===== src/rtl/duck_round_ctl_if.sv =====
// rtl/duck_round_ctl_if.sv - signal bundle between the game control layer and duck_round_ctl
//
// Groups every non-clock, non-reset signal of duck_round_ctl.
//   master : game control / mouse / duck_ctl side (drives inputs, observes status)
//   slave  : duck_round_ctl itself
//
// Signals:
//   game_enable   1   high while the game state is active
//   frame_tick    1   one-cycle pulse per frame
//   left_mouse    1   left button level, clk domain
//   mouse_xpos    12  cursor x
//   mouse_ypos    12  cursor y
//   duck_xpos     12  duck top-left x
//   duck_ypos     12  duck top-left y
//   duck_spawn    1   one-cycle pulse, duck_ctl loads a new start position
//   duck_active   1   duck flying and shootable
//   duck_hit      1   hit animation phase
//   shots_left    2   shots remaining for the current duck
//   duck_count    4   ducks launched so far
//   score         8   ducks hit (binary, or two BCD digits with SCORE_BCD_EN)
//   game_finished 1   level, game over

interface duck_round_ctl_if;
  logic        game_enable;
  logic        frame_tick;
  logic        left_mouse;
  logic [11:0] mouse_xpos;
  logic [11:0] mouse_ypos;
  logic [11:0] duck_xpos;
  logic [11:0] duck_ypos;
  logic        duck_spawn;
  logic        duck_active;
  logic        duck_hit;
  logic [1:0]  shots_left;
  logic [3:0]  duck_count;
  logic [7:0]  score;
  logic        game_finished;

  modport master (
    output game_enable, frame_tick, left_mouse,
    output mouse_xpos, mouse_ypos, duck_xpos, duck_ypos,
    input  duck_spawn, duck_active, duck_hit,
    input  shots_left, duck_count, score, game_finished
  );

  modport slave (
    input  game_enable, frame_tick, left_mouse,
    input  mouse_xpos, mouse_ypos, duck_xpos, duck_ypos,
    output duck_spawn, duck_active, duck_hit,
    output shots_left, duck_count, score, game_finished
  );
endinterface


===== src/rtl/duck_round_ctl.sv =====
// rtl/duck_round_ctl.sv - sequences one game of duck hunting: spawn, shots, flight time, hits, score
//
// Ports:
//   clk  system pixel clock
//   rst  asynchronous active-low reset
//   bus  duck_round_ctl_if.slave (game_enable, frame_tick, mouse, duck position in;
//        duck_spawn, duck_active, duck_hit, shots_left, duck_count, score,
//        game_finished out)
//
// Optional feature macro: SCORE_BCD_EN
//   defined     : score[7:4] tens digit, score[3:0] units digit
//   not defined : score is plain 8-bit binary

module duck_round_ctl #(
  parameter int DUCKS_PER_GAME = 10,
  parameter int SHOTS_PER_DUCK = 3,
  parameter int FLY_FRAMES     = 300,
  parameter int HIT_FRAMES     = 30,
  parameter int DUCK_WIDTH     = 64,
  parameter int DUCK_HEIGHT    = 64
) (
  input  logic              clk,
  input  logic              rst,
  duck_round_ctl_if.slave   bus
);

  typedef enum logic [2:0] {
    S_IDLE,
    S_SPAWN,
    S_FLY,
    S_HIT,
    S_ESCAPE,
    S_NEXT,
    S_OVER
  } state_t;

  state_t      state, state_n;
  logic        left_d;
  logic [9:0]  frame_cnt, frame_n;
  logic [1:0]  shots, shots_n;
  logic [3:0]  count, count_n;
  logic [7:0]  score, score_n;

  logic        spawn_o, active_o, hit_o, finished_o;

  logic        click;
  logic        in_box;
  logic        fly_timeout;
  logic        hold_done;

  // Extended to 13 bits so a duck near the right/bottom edge does not wrap
  // its far hitbox boundary back to a small value.
  logic [12:0] mx13, my13, dx13, dy13, dx_end, dy_end;

  assign click = bus.left_mouse & ~left_d;

  assign mx13   = {1'b0, bus.mouse_xpos};
  assign my13   = {1'b0, bus.mouse_ypos};
  assign dx13   = {1'b0, bus.duck_xpos};
  assign dy13   = {1'b0, bus.duck_ypos};
  assign dx_end = dx13 + 13'(DUCK_WIDTH);
  assign dy_end = dy13 + 13'(DUCK_HEIGHT);

  assign in_box = (mx13 >= dx13) && (mx13 < dx_end) &&
                  (my13 >= dy13) && (my13 < dy_end);

  // Timeouts fire on the tick that would take the counter past the limit.
  assign fly_timeout = bus.frame_tick && (frame_cnt == 10'(FLY_FRAMES - 1));
  assign hold_done   = bus.frame_tick && (frame_cnt == 10'(HIT_FRAMES - 1));

  function automatic logic [7:0] score_inc(input logic [7:0] s);
    logic [7:0] r;
`ifdef SCORE_BCD_EN
    if (s[3:0] == 4'd9) begin
      r = {s[7:4] + 4'd1, 4'd0};
    end else begin
      r = {s[7:4], s[3:0] + 4'd1};
    end
`else
    r = s + 8'd1;
`endif
    return r;
  endfunction

  always_ff @(posedge clk or negedge rst) begin
    if (!rst) begin
      state     <= S_IDLE;
      left_d    <= 1'b0;
      frame_cnt <= '0;
      shots     <= '0;
      count     <= '0;
      score     <= '0;
    end else begin
      state     <= state_n;
      left_d    <= bus.left_mouse;
      frame_cnt <= frame_n;
      shots     <= shots_n;
      count     <= count_n;
      score     <= score_n;
    end
  end

  always_comb begin
    state_n    = state;
    frame_n    = frame_cnt;
    shots_n    = shots;
    count_n    = count;
    score_n    = score;
    spawn_o    = 1'b0;
    active_o   = 1'b0;
    hit_o      = 1'b0;
    finished_o = 1'b0;

    if (bus.frame_tick) begin
      frame_n = frame_cnt + 10'd1;
    end

    case (state)
      S_IDLE: begin
        if (bus.game_enable) begin
          state_n = S_SPAWN;
        end
      end

      S_SPAWN: begin
        spawn_o = 1'b1;
        state_n = S_FLY;
      end

      S_FLY: begin
        active_o = 1'b1;
        // A click is judged before the flight timeout so a hit on the
        // last frame still counts.
        if (click) begin
          if (shots != 2'd0) begin
            shots_n = shots - 2'd1;
          end
          if (in_box) begin
            state_n = S_HIT;
            score_n = score_inc(score);
          end else if (shots <= 2'd1 || fly_timeout) begin
            state_n = S_ESCAPE;
          end
        end else if (fly_timeout) begin
          state_n = S_ESCAPE;
        end
      end

      S_HIT: begin
        hit_o = 1'b1;
        if (hold_done) begin
          state_n = S_NEXT;
        end
      end

      S_ESCAPE: begin
        if (hold_done) begin
          state_n = S_NEXT;
        end
      end

      S_NEXT: begin
        if (count == 4'(DUCKS_PER_GAME)) begin
          state_n = S_OVER;
        end else begin
          state_n = S_SPAWN;
        end
      end

      S_OVER: begin
        finished_o = 1'b1;
        if (!bus.game_enable) begin
          state_n = S_IDLE;
        end
      end

      default: begin
        state_n = S_IDLE;
      end
    endcase

    // Losing game_enable mid-round abandons the game immediately.
    if (!bus.game_enable && state != S_IDLE && state != S_OVER) begin
      state_n = S_IDLE;
    end

    // SPAWN is only ever entered from IDLE or NEXT, so this is its entry.
    if (state_n == S_SPAWN) begin
      count_n = count + 4'd1;
      shots_n = 2'(SHOTS_PER_DUCK);
    end

    if (state_n != state) begin
      frame_n = '0;
    end

    if (state_n == S_IDLE) begin
      frame_n = '0;
      shots_n = '0;
      count_n = '0;
      score_n = '0;
    end
  end

  assign bus.duck_spawn    = spawn_o;
  assign bus.duck_active   = active_o;
  assign bus.duck_hit      = hit_o;
  assign bus.game_finished = finished_o;
  assign bus.shots_left    = shots;
  assign bus.duck_count    = count;
  assign bus.score         = score;

endmodule


===== src/flat_wrapper.sv =====
// flat-port wrapper written by rule: the top's interface ports become plain ports
module duck_round_ctl_flat 
#(
  parameter int DUCKS_PER_GAME = 10,
  parameter int SHOTS_PER_DUCK = 3,
  parameter int FLY_FRAMES     = 300,
  parameter int HIT_FRAMES     = 30,
  parameter int DUCK_WIDTH     = 64,
  parameter int DUCK_HEIGHT    = 64
)
  (clk, rst, bus_game_enable, bus_frame_tick, bus_left_mouse, bus_mouse_xpos, bus_mouse_ypos, bus_duck_xpos, bus_duck_ypos, bus_duck_spawn, bus_duck_active, bus_duck_hit, bus_shots_left, bus_duck_count, bus_score, bus_game_finished);
  duck_round_ctl_if bus_i ();
  input  logic clk;
  input  logic rst;
  input wire logic [$bits(bus_i.game_enable)-1:0] bus_game_enable;
  input wire logic [$bits(bus_i.frame_tick)-1:0] bus_frame_tick;
  input wire logic [$bits(bus_i.left_mouse)-1:0] bus_left_mouse;
  input wire logic [$bits(bus_i.mouse_xpos)-1:0] bus_mouse_xpos;
  input wire logic [$bits(bus_i.mouse_ypos)-1:0] bus_mouse_ypos;
  input wire logic [$bits(bus_i.duck_xpos)-1:0] bus_duck_xpos;
  input wire logic [$bits(bus_i.duck_ypos)-1:0] bus_duck_ypos;
  output wire logic [$bits(bus_i.duck_spawn)-1:0] bus_duck_spawn;
  output wire logic [$bits(bus_i.duck_active)-1:0] bus_duck_active;
  output wire logic [$bits(bus_i.duck_hit)-1:0] bus_duck_hit;
  output wire logic [$bits(bus_i.shots_left)-1:0] bus_shots_left;
  output wire logic [$bits(bus_i.duck_count)-1:0] bus_duck_count;
  output wire logic [$bits(bus_i.score)-1:0] bus_score;
  output wire logic [$bits(bus_i.game_finished)-1:0] bus_game_finished;
  assign bus_i.game_enable = bus_game_enable;
  assign bus_i.frame_tick = bus_frame_tick;
  assign bus_i.left_mouse = bus_left_mouse;
  assign bus_i.mouse_xpos = bus_mouse_xpos;
  assign bus_i.mouse_ypos = bus_mouse_ypos;
  assign bus_i.duck_xpos = bus_duck_xpos;
  assign bus_i.duck_ypos = bus_duck_ypos;
  assign bus_duck_spawn = bus_i.duck_spawn;
  assign bus_duck_active = bus_i.duck_active;
  assign bus_duck_hit = bus_i.duck_hit;
  assign bus_shots_left = bus_i.shots_left;
  assign bus_duck_count = bus_i.duck_count;
  assign bus_score = bus_i.score;
  assign bus_game_finished = bus_i.game_finished;
  duck_round_ctl #(.DUCKS_PER_GAME(DUCKS_PER_GAME), .SHOTS_PER_DUCK(SHOTS_PER_DUCK), .FLY_FRAMES(FLY_FRAMES), .HIT_FRAMES(HIT_FRAMES), .DUCK_WIDTH(DUCK_WIDTH), .DUCK_HEIGHT(DUCK_HEIGHT)) u_core (.clk(clk), .rst(rst), .bus(bus_i));
endmodule

===== config.mk =====
export PLATFORM = sky130hd
export DESIGN_NAME = duck_round_ctl_flat
export DESIGN_NICKNAME = d
export VERILOG_FILES = /design/src/rtl/duck_round_ctl_if.sv /design/src/rtl/duck_round_ctl.sv /design/src/flat_wrapper.sv
export SDC_FILE = /design/constraint.sdc
export NUM_CORES = 1
export LEC_CHECK = 0
export CORE_MARGIN = 2
export CORE_UTILIZATION = 48
export CTS_CLUSTER_SIZE = 16
export DETAILED_ROUTE_END_ITERATION = 6
export GPL_ROUTABILITY_DRIVEN = 0
export MAX_ROUTING_LAYER = met4
export PLACE_DENSITY = 0.88
export SLEW_MARGIN = 20
export SYNTH_ARGS = -nofsm -noshare
export SYNTH_HDL_FRONTEND = slang
export SYNTH_SLANG_ARGS = --single-unit

===== constraint.sdc =====
create_clock -name clk -period 3.3 [get_ports clk]
set_input_delay 0.66 -clock clk [delete_from_list [all_inputs] [get_ports clk]]
set_output_delay 0.66 -clock clk [all_outputs]
set_load 0.05 [all_outputs]

### Yosys cells after proc, flatten, opt, wreduce, memory -nomap -nowiden

Cells that the tools add are included.

* reductions and logical operators: 24
* magnitude comparators: 5
* muxes and demuxes: 28
* equality and inequality tests: 12
* add/subtract/negate cells: 6
* bitwise gates (word level): 2

Operator list (count)
* 8-bit 2-to-1 mux: 4
* 10-bit 2-to-1 mux: 3
* 3-bit 2-to-1 mux: 9
* 12-bit by 7-bit adder with 13-bit output, second input constant: 2
* 12-bit by 13-bit less-than comparator with 1-bit output: 2
* 12-bit >= comparator: 2
* 3-bit one-hot mux with 6 select lines: 1
* 3-bit nonzero test: 5
* 10-bit by 1-bit adder with 10-bit output, second input constant: 1
* 10-bit by 5-bit == test with 1-bit output, second input constant: 1
* 10-bit by 9-bit == test with 1-bit output, second input constant: 1
* 2-bit 2-to-1 mux: 5
* 2-bit nonzero test: 5
* 3-bit == test, second input constant: 3
* 8-bit by 1-bit adder with 8-bit output, second input constant: 1
* 4-bit 2-to-1 mux: 2
* 1-bit logical AND: 7
* 3-bit by 1-bit == test with 1-bit output, second input constant: 2
* 3-bit by 2-bit == test with 1-bit output, second input constant: 2
* 3-bit logical NOT: 2
* 3-bit AND reduction: 2
* 4-bit by 1-bit adder with 4-bit output, second input constant: 1
* 4-bit == test, second input constant: 1
* 1-bit 2-to-1 mux: 4
* other kinds (9): 9

* output and inout bits: 18
* logic and storage cells: 83
* bits in registers: 28

### Logic depth before layout (Yosys ltp)

Gate-level depths: netlist of run 1.

* word-level depth: 12
* mapped depth: 13
* gate-level depth less buffers: 13

### Least setup slack after synthesis of run 1

Ideal clock, no wire load.

* path kind: in2reg
* start point: input port bus_duck_xpos[9]
* end point: register u_core.count[3] (netlist: u_core.bus.duck_count[3])
* buffers on the path: 0
* arrival: 3.173 ns
* path slack: -0.016 ns
* cell stages on the path: 13
* required time: 3.157 ns
* setup time: 0.143 ns
* cell sequence: inv_1 -> nor3_1 -> nand3_1 -> xnor2_1 -> ha_1 -> nand3_1 -> or4b_2 -> a211oi_1 -> a2111oi_2 -> and4_2 -> o211ai_4 -> or2_4 -> o31ai_2

* longest elaborated chain between the ends: 11

Ends and longest elaborated chain
* start, declared: line flat_wrapper.sv:20 `input wire logic [$bits(bus_i.duck_xpos)-1:0] bus_duck_xpos;`
* 12-bit by 7-bit adder with 13-bit output: line duck_round_ctl.sv:61 `assign dx_end = dx13 + 13'(DUCK_WIDTH);`
* 12-bit by 13-bit less-than comparator with 1-bit output: line duck_round_ctl.sv:64 `assign in_box = (mx13 >= dx13) && (mx13 < dx_end) &&`
* 1-bit logical AND (*) (2 in series): line duck_round_ctl.sv:64
* 1-bit logical AND (*): line duck_round_ctl.sv:65 `(my13 >= dy13) && (my13 < dy_end);`
* 3-bit 2-to-1 mux (*): line duck_round_ctl.sv:138 `if (in_box) begin`
* 3-bit 2-to-1 mux (*): line duck_round_ctl.sv:134 `if (click) begin`
* 3-bit one-hot mux with 6 select lines (*): line duck_round_ctl.sv:118 `case (state)`
* 3-bit 2-to-1 mux (*): line duck_round_ctl.sv:183 `if (!bus.game_enable && state != S_IDLE && state != S_OVER) begin`
* 3-bit by 1-bit == test with 1-bit output or 3-bit logical NOT (tied branches): line duck_round_ctl.sv:188, duck_round_ctl.sv:197
* 2-bit nonzero test (no source line) or 4-bit 2-to-1 mux (tied branches)
* end signal, assigned: line duck_round_ctl.sv:98 `count <= count_n;`
* end, declared: line duck_round_ctl.sv:41 `logic [3:0] count, count_n;`

Mark *: on every way between the ends. The rest lies on a longest branch, timed or not.
A chain may end at the register's enable or synchronous reset.

### Final worst setup path of run 1

* start point: input port bus_duck_xpos[7]
* end point: register u_core.count[0] (netlist: u_core.bus.duck_count[0])

The elaborated chain is that of the path after synthesis.

==> results.toml, run 1 <==
[floorplanning]
fp.dieH_um = 81.2
dieArea_sq_mm = 0.00660
core_area_sq_mm = 0.00585
ios = 71
die_w_um = 81.2
row_count = 28
start_util = 0.489

[synth]
yosysTopAreaCell = "dfrtp_1"
synth-edff-count = 0
ys_seq_elements = 28
netlist.area_leader.share = 0.245
yosys_warnings = 0
syn-num-nets = 434
synth.top_cells.by_area = "dfrtp_1, ha_1, xnor2_1, nor2_1, inv_1"
synthTopCellsByCount = "ha_1, nor2_1, inv_1"
synthArstFlopShare = 1.00
netlist_area_sq_mm = 0.00286
syn_avg_cell_area_sq_um = 8.52
ys_seq_area_frac = 0.245
synth_most_common_cell = "ha_1"
netlist_instances = 336
ys.flop_type = "dfrtp_1"
ys_types = 55

[pwr]
power_frac_seq = 0.291
power_switching_uw = 673
power_mw = 1.57
comb_power_share = 0.574
p_leak_nw = 1.99
p_int_uw = 893
swShare = 0.430
ir_drop_uv = 322
pwr-share-clk = 0.136
power_per_cell_area_mw_per_mm2 = 358

[clock_tree]
clk_latency_ns = 0.27
hold_buffers = 0
cts_made_buffers = 3
cts_buffer_depth = 2
cts_tree = "done"
htreeDepth = 1
root_buffer = "clkbuf_8"
cts.sink_count = 28
clkTransAtPathRegs_ns = 0.09

[worst_setup_path]
crit_path_cell_trace = "clkdlybuf4s15_1 -> ha_4 -> nand3_4 -> xnor2_2 -> ha_1 -> nand3_2 -> or4b_4 -> a211oi_4 -> a2111oi_4 -> and4_4 -> o211ai_4 -> buf_4 -> nand2_1 -> o21ai_2"
ff2ff_setup_slack_ns = 0.52
critPathRequiredTime_ns = 3.51
crit_fanout = 7
worstSetupStartpointType = "input pin"
critPathMaxStageDelay_ns = 0.56
reg2regPathDepth = 8
r2r_start = "u_core.frame_cnt[6]"
critPathSlowestCell = "or4b_4"
critPathCaptureType = "register"
critPathKind = "in2reg"
crit_arrival_ns = 3.51
r2r-end = "u_core.bus.duck_count[0]"
path_buf_inv = 2
path_delay_family = "simple AND/OR/NAND/NOR gates"

[place]
io_buffers = 70
placed_cell_area_sq_mm = 0.00399
place_ws_ns = -0.793
dpl.hpwl_mm = 6.14
place_inst = 528

[timing]
finalSetupTns_ns = -0.00207
hold_viol = 0
setup_ws_ns = -0.00207
whs_ns = 0.560
timing.slew.headroom = 0.639
slew_viol_final = 0
setup_viol = 1
tightest_slew_ns = 0.539
post-route-period-util = 1.00
clock.fmax_mhz = 303
fin_crit_ns = 3.30
finalClockSkew_ns = 0.00367

[detailed_routing]
first_iter_violations = 192
dr.pass1.iters = 5
dr_wl_met3_um = 556
vias = 3171
wl_per_cell_um = 17.0
wl_mm = 9.15
wl_met2_mm = 4.70
routed.top_layer = "met4"
drt-met1-wl_mm = 3.48
drc_errors = 0
antenna_left = 0
via_per_inst = 5.89

[finish]
drive_gt1_frac = 0.255
area_growth_pct = 52.7
multi_input_area_sq_mm = 0.00223
fin_cells = 538
fin_util = 0.747
fin_area_sq_mm = 0.00437
antenna_cells = 0
num-fill-cells = 361
nets = 562
seq_area_sq_um = 701

[min_path]
hold_end = "u_core.bus.score[7]"
hold_path_startpoint = "u_core.bus.score[7]"
min_path_cells = 2
hold_path.class = "reg2reg"

[global_routing]
antenna_found_initial = 0
track_usage = 0.289
grt_pass1_wl_mm = 14.5
grt_max_degree = 29
gr-total-overflow = 0
grt_pass1_vias = 3284

[status]
status = "complete, but fails checks"
violations = "negative setup slack"

[flow_run]
max_cap_violations = 0
-- power by group through the flow --
stage,sequential [mW],clock (mW),combinational [mW]
after CTS,0.450,0.215,0.826
after floorplan,0.501,0,0.408
after global routing,0.460,0.229,0.959
after detailed placement,0.455,0,0.746
after global placement,0.452,0,0.719
final,0.455,0.212,0.899
-- worst max path at each step --
stage | cells past startpoint | to | slack (ns) | startpoint
after floorplan | 13 | u_core.bus.duck_count[3] | 0.009 | bus_duck_xpos[9]
after global placement | 14 | u_core.bus.duck_count[3] | -0.57 | bus_duck_xpos[8]
after detailed placement | 15 | u_core.frame_cnt[2] | -0.79 | bus_duck_xpos[8]
after CTS | 15 | u_core.bus.score[5] | -0.005 | bus_duck_xpos[8]
after global routing | 13 | u_core.bus.shots_left[0] | -0.008 | bus_duck_xpos[11]
final | 14 | u_core.bus.duck_count[0] | -0.002 | bus_duck_xpos[7]
-- routing by layer --
metal / global-route usage / up-vias
li1: - / 1451
met1: 0.310 / 1493
met3: 0.0400 / 51
met5: - / -
met4: 0.149 / 0
met2: 0.518 / 176
-- logic make-up after synthesis --
family,count (synthesis),synth area share
simple gates,129,0.248
buf+inv,41,0.0669
xor+xnor,26,0.0796
mux,1,0.00350
compound gates,66,0.160
flops,28,0.245
fa+ha+maj,45,0.197
-- layout by cell type (no fill, tap or decap), types with 3 or more instances in the layout --
cell,Yosys,routed
xor2_1,5,5
nand2_1,18,18
dlymetal6s2s_1,0,5
ha_4,0,3
buf_4,0,54
nor2_1,38,38
clkdlybuf4s50_1,0,60
and3_1,6,5
nor3_1,4,3
xnor2_1,21,18
a21oi_1,21,18
a221o_1,3,3
xnor2_2,0,3
clkbuf_8,3,4
nand3_4,0,3
inv_1,37,33
inv_2,0,4
o21ai_2,1,3
a21oi_2,0,3
o21ai_0,15,13
and4_1,4,4
ha_1,45,41
a21o_1,5,5
nand4_1,6,6
nand2b_1,4,4
nand3_1,24,17
dfrtp_1,28,28
nand3_2,0,4
nand4b_1,3,3
-- flip-flops by register name, summed over array words and instances, names as in the netlist --
signal                 cells
u_core.bus.shots_left      2
u_core.state               3
u_core.bus.score           8
u_core.frame_cnt          10
u_core.bus.duck_count      4
u_core.left_d              1
-- worst min-delay path, cell delays in order, from the launching register on --
cell	delay, ns
dfrtp_1	0.38
xnor2_1	0.12
nor2_1	0.04
-- final cells by class --
| type | instances | share of cell area |
|---|---|---|
| Sequential cell | 28 | 0.160 |
| Multi-Input combinational cell | 267 | 0.511 |
| Clock buffer | 4 | 0.0126 |
| Timing Repair Buffer | 127 | 0.262 |
| Inverter | 37 | 0.0318 |
| Tap cell | 75 | 0.0215 |
-- repair_timing --
item | 4_1_cts | 5_1_grt
resized for setup | 42 | 31
buffers inserted | 4 | 3
endpoints found under the setup margin | 26 | 24
pin swaps | 20 | 21
Power figures use the tool's default switching activity.
==> inputs of run 2 (changes only) <==
--- a/config.mk
+++ b/config.mk
@@ -7,6 +7,7 @@
 export LEC_CHECK = 0
 export CORE_MARGIN = 2
 export CORE_UTILIZATION = 48
+export CTS_CLUSTER_DIAMETER = 100
 export CTS_CLUSTER_SIZE = 16
 export DETAILED_ROUTE_END_ITERATION = 6
 export GPL_ROUTABILITY_DRIVEN = 0
==> results of run 2 <==
Final layout, timing and power as in run 1 (identical DEF).
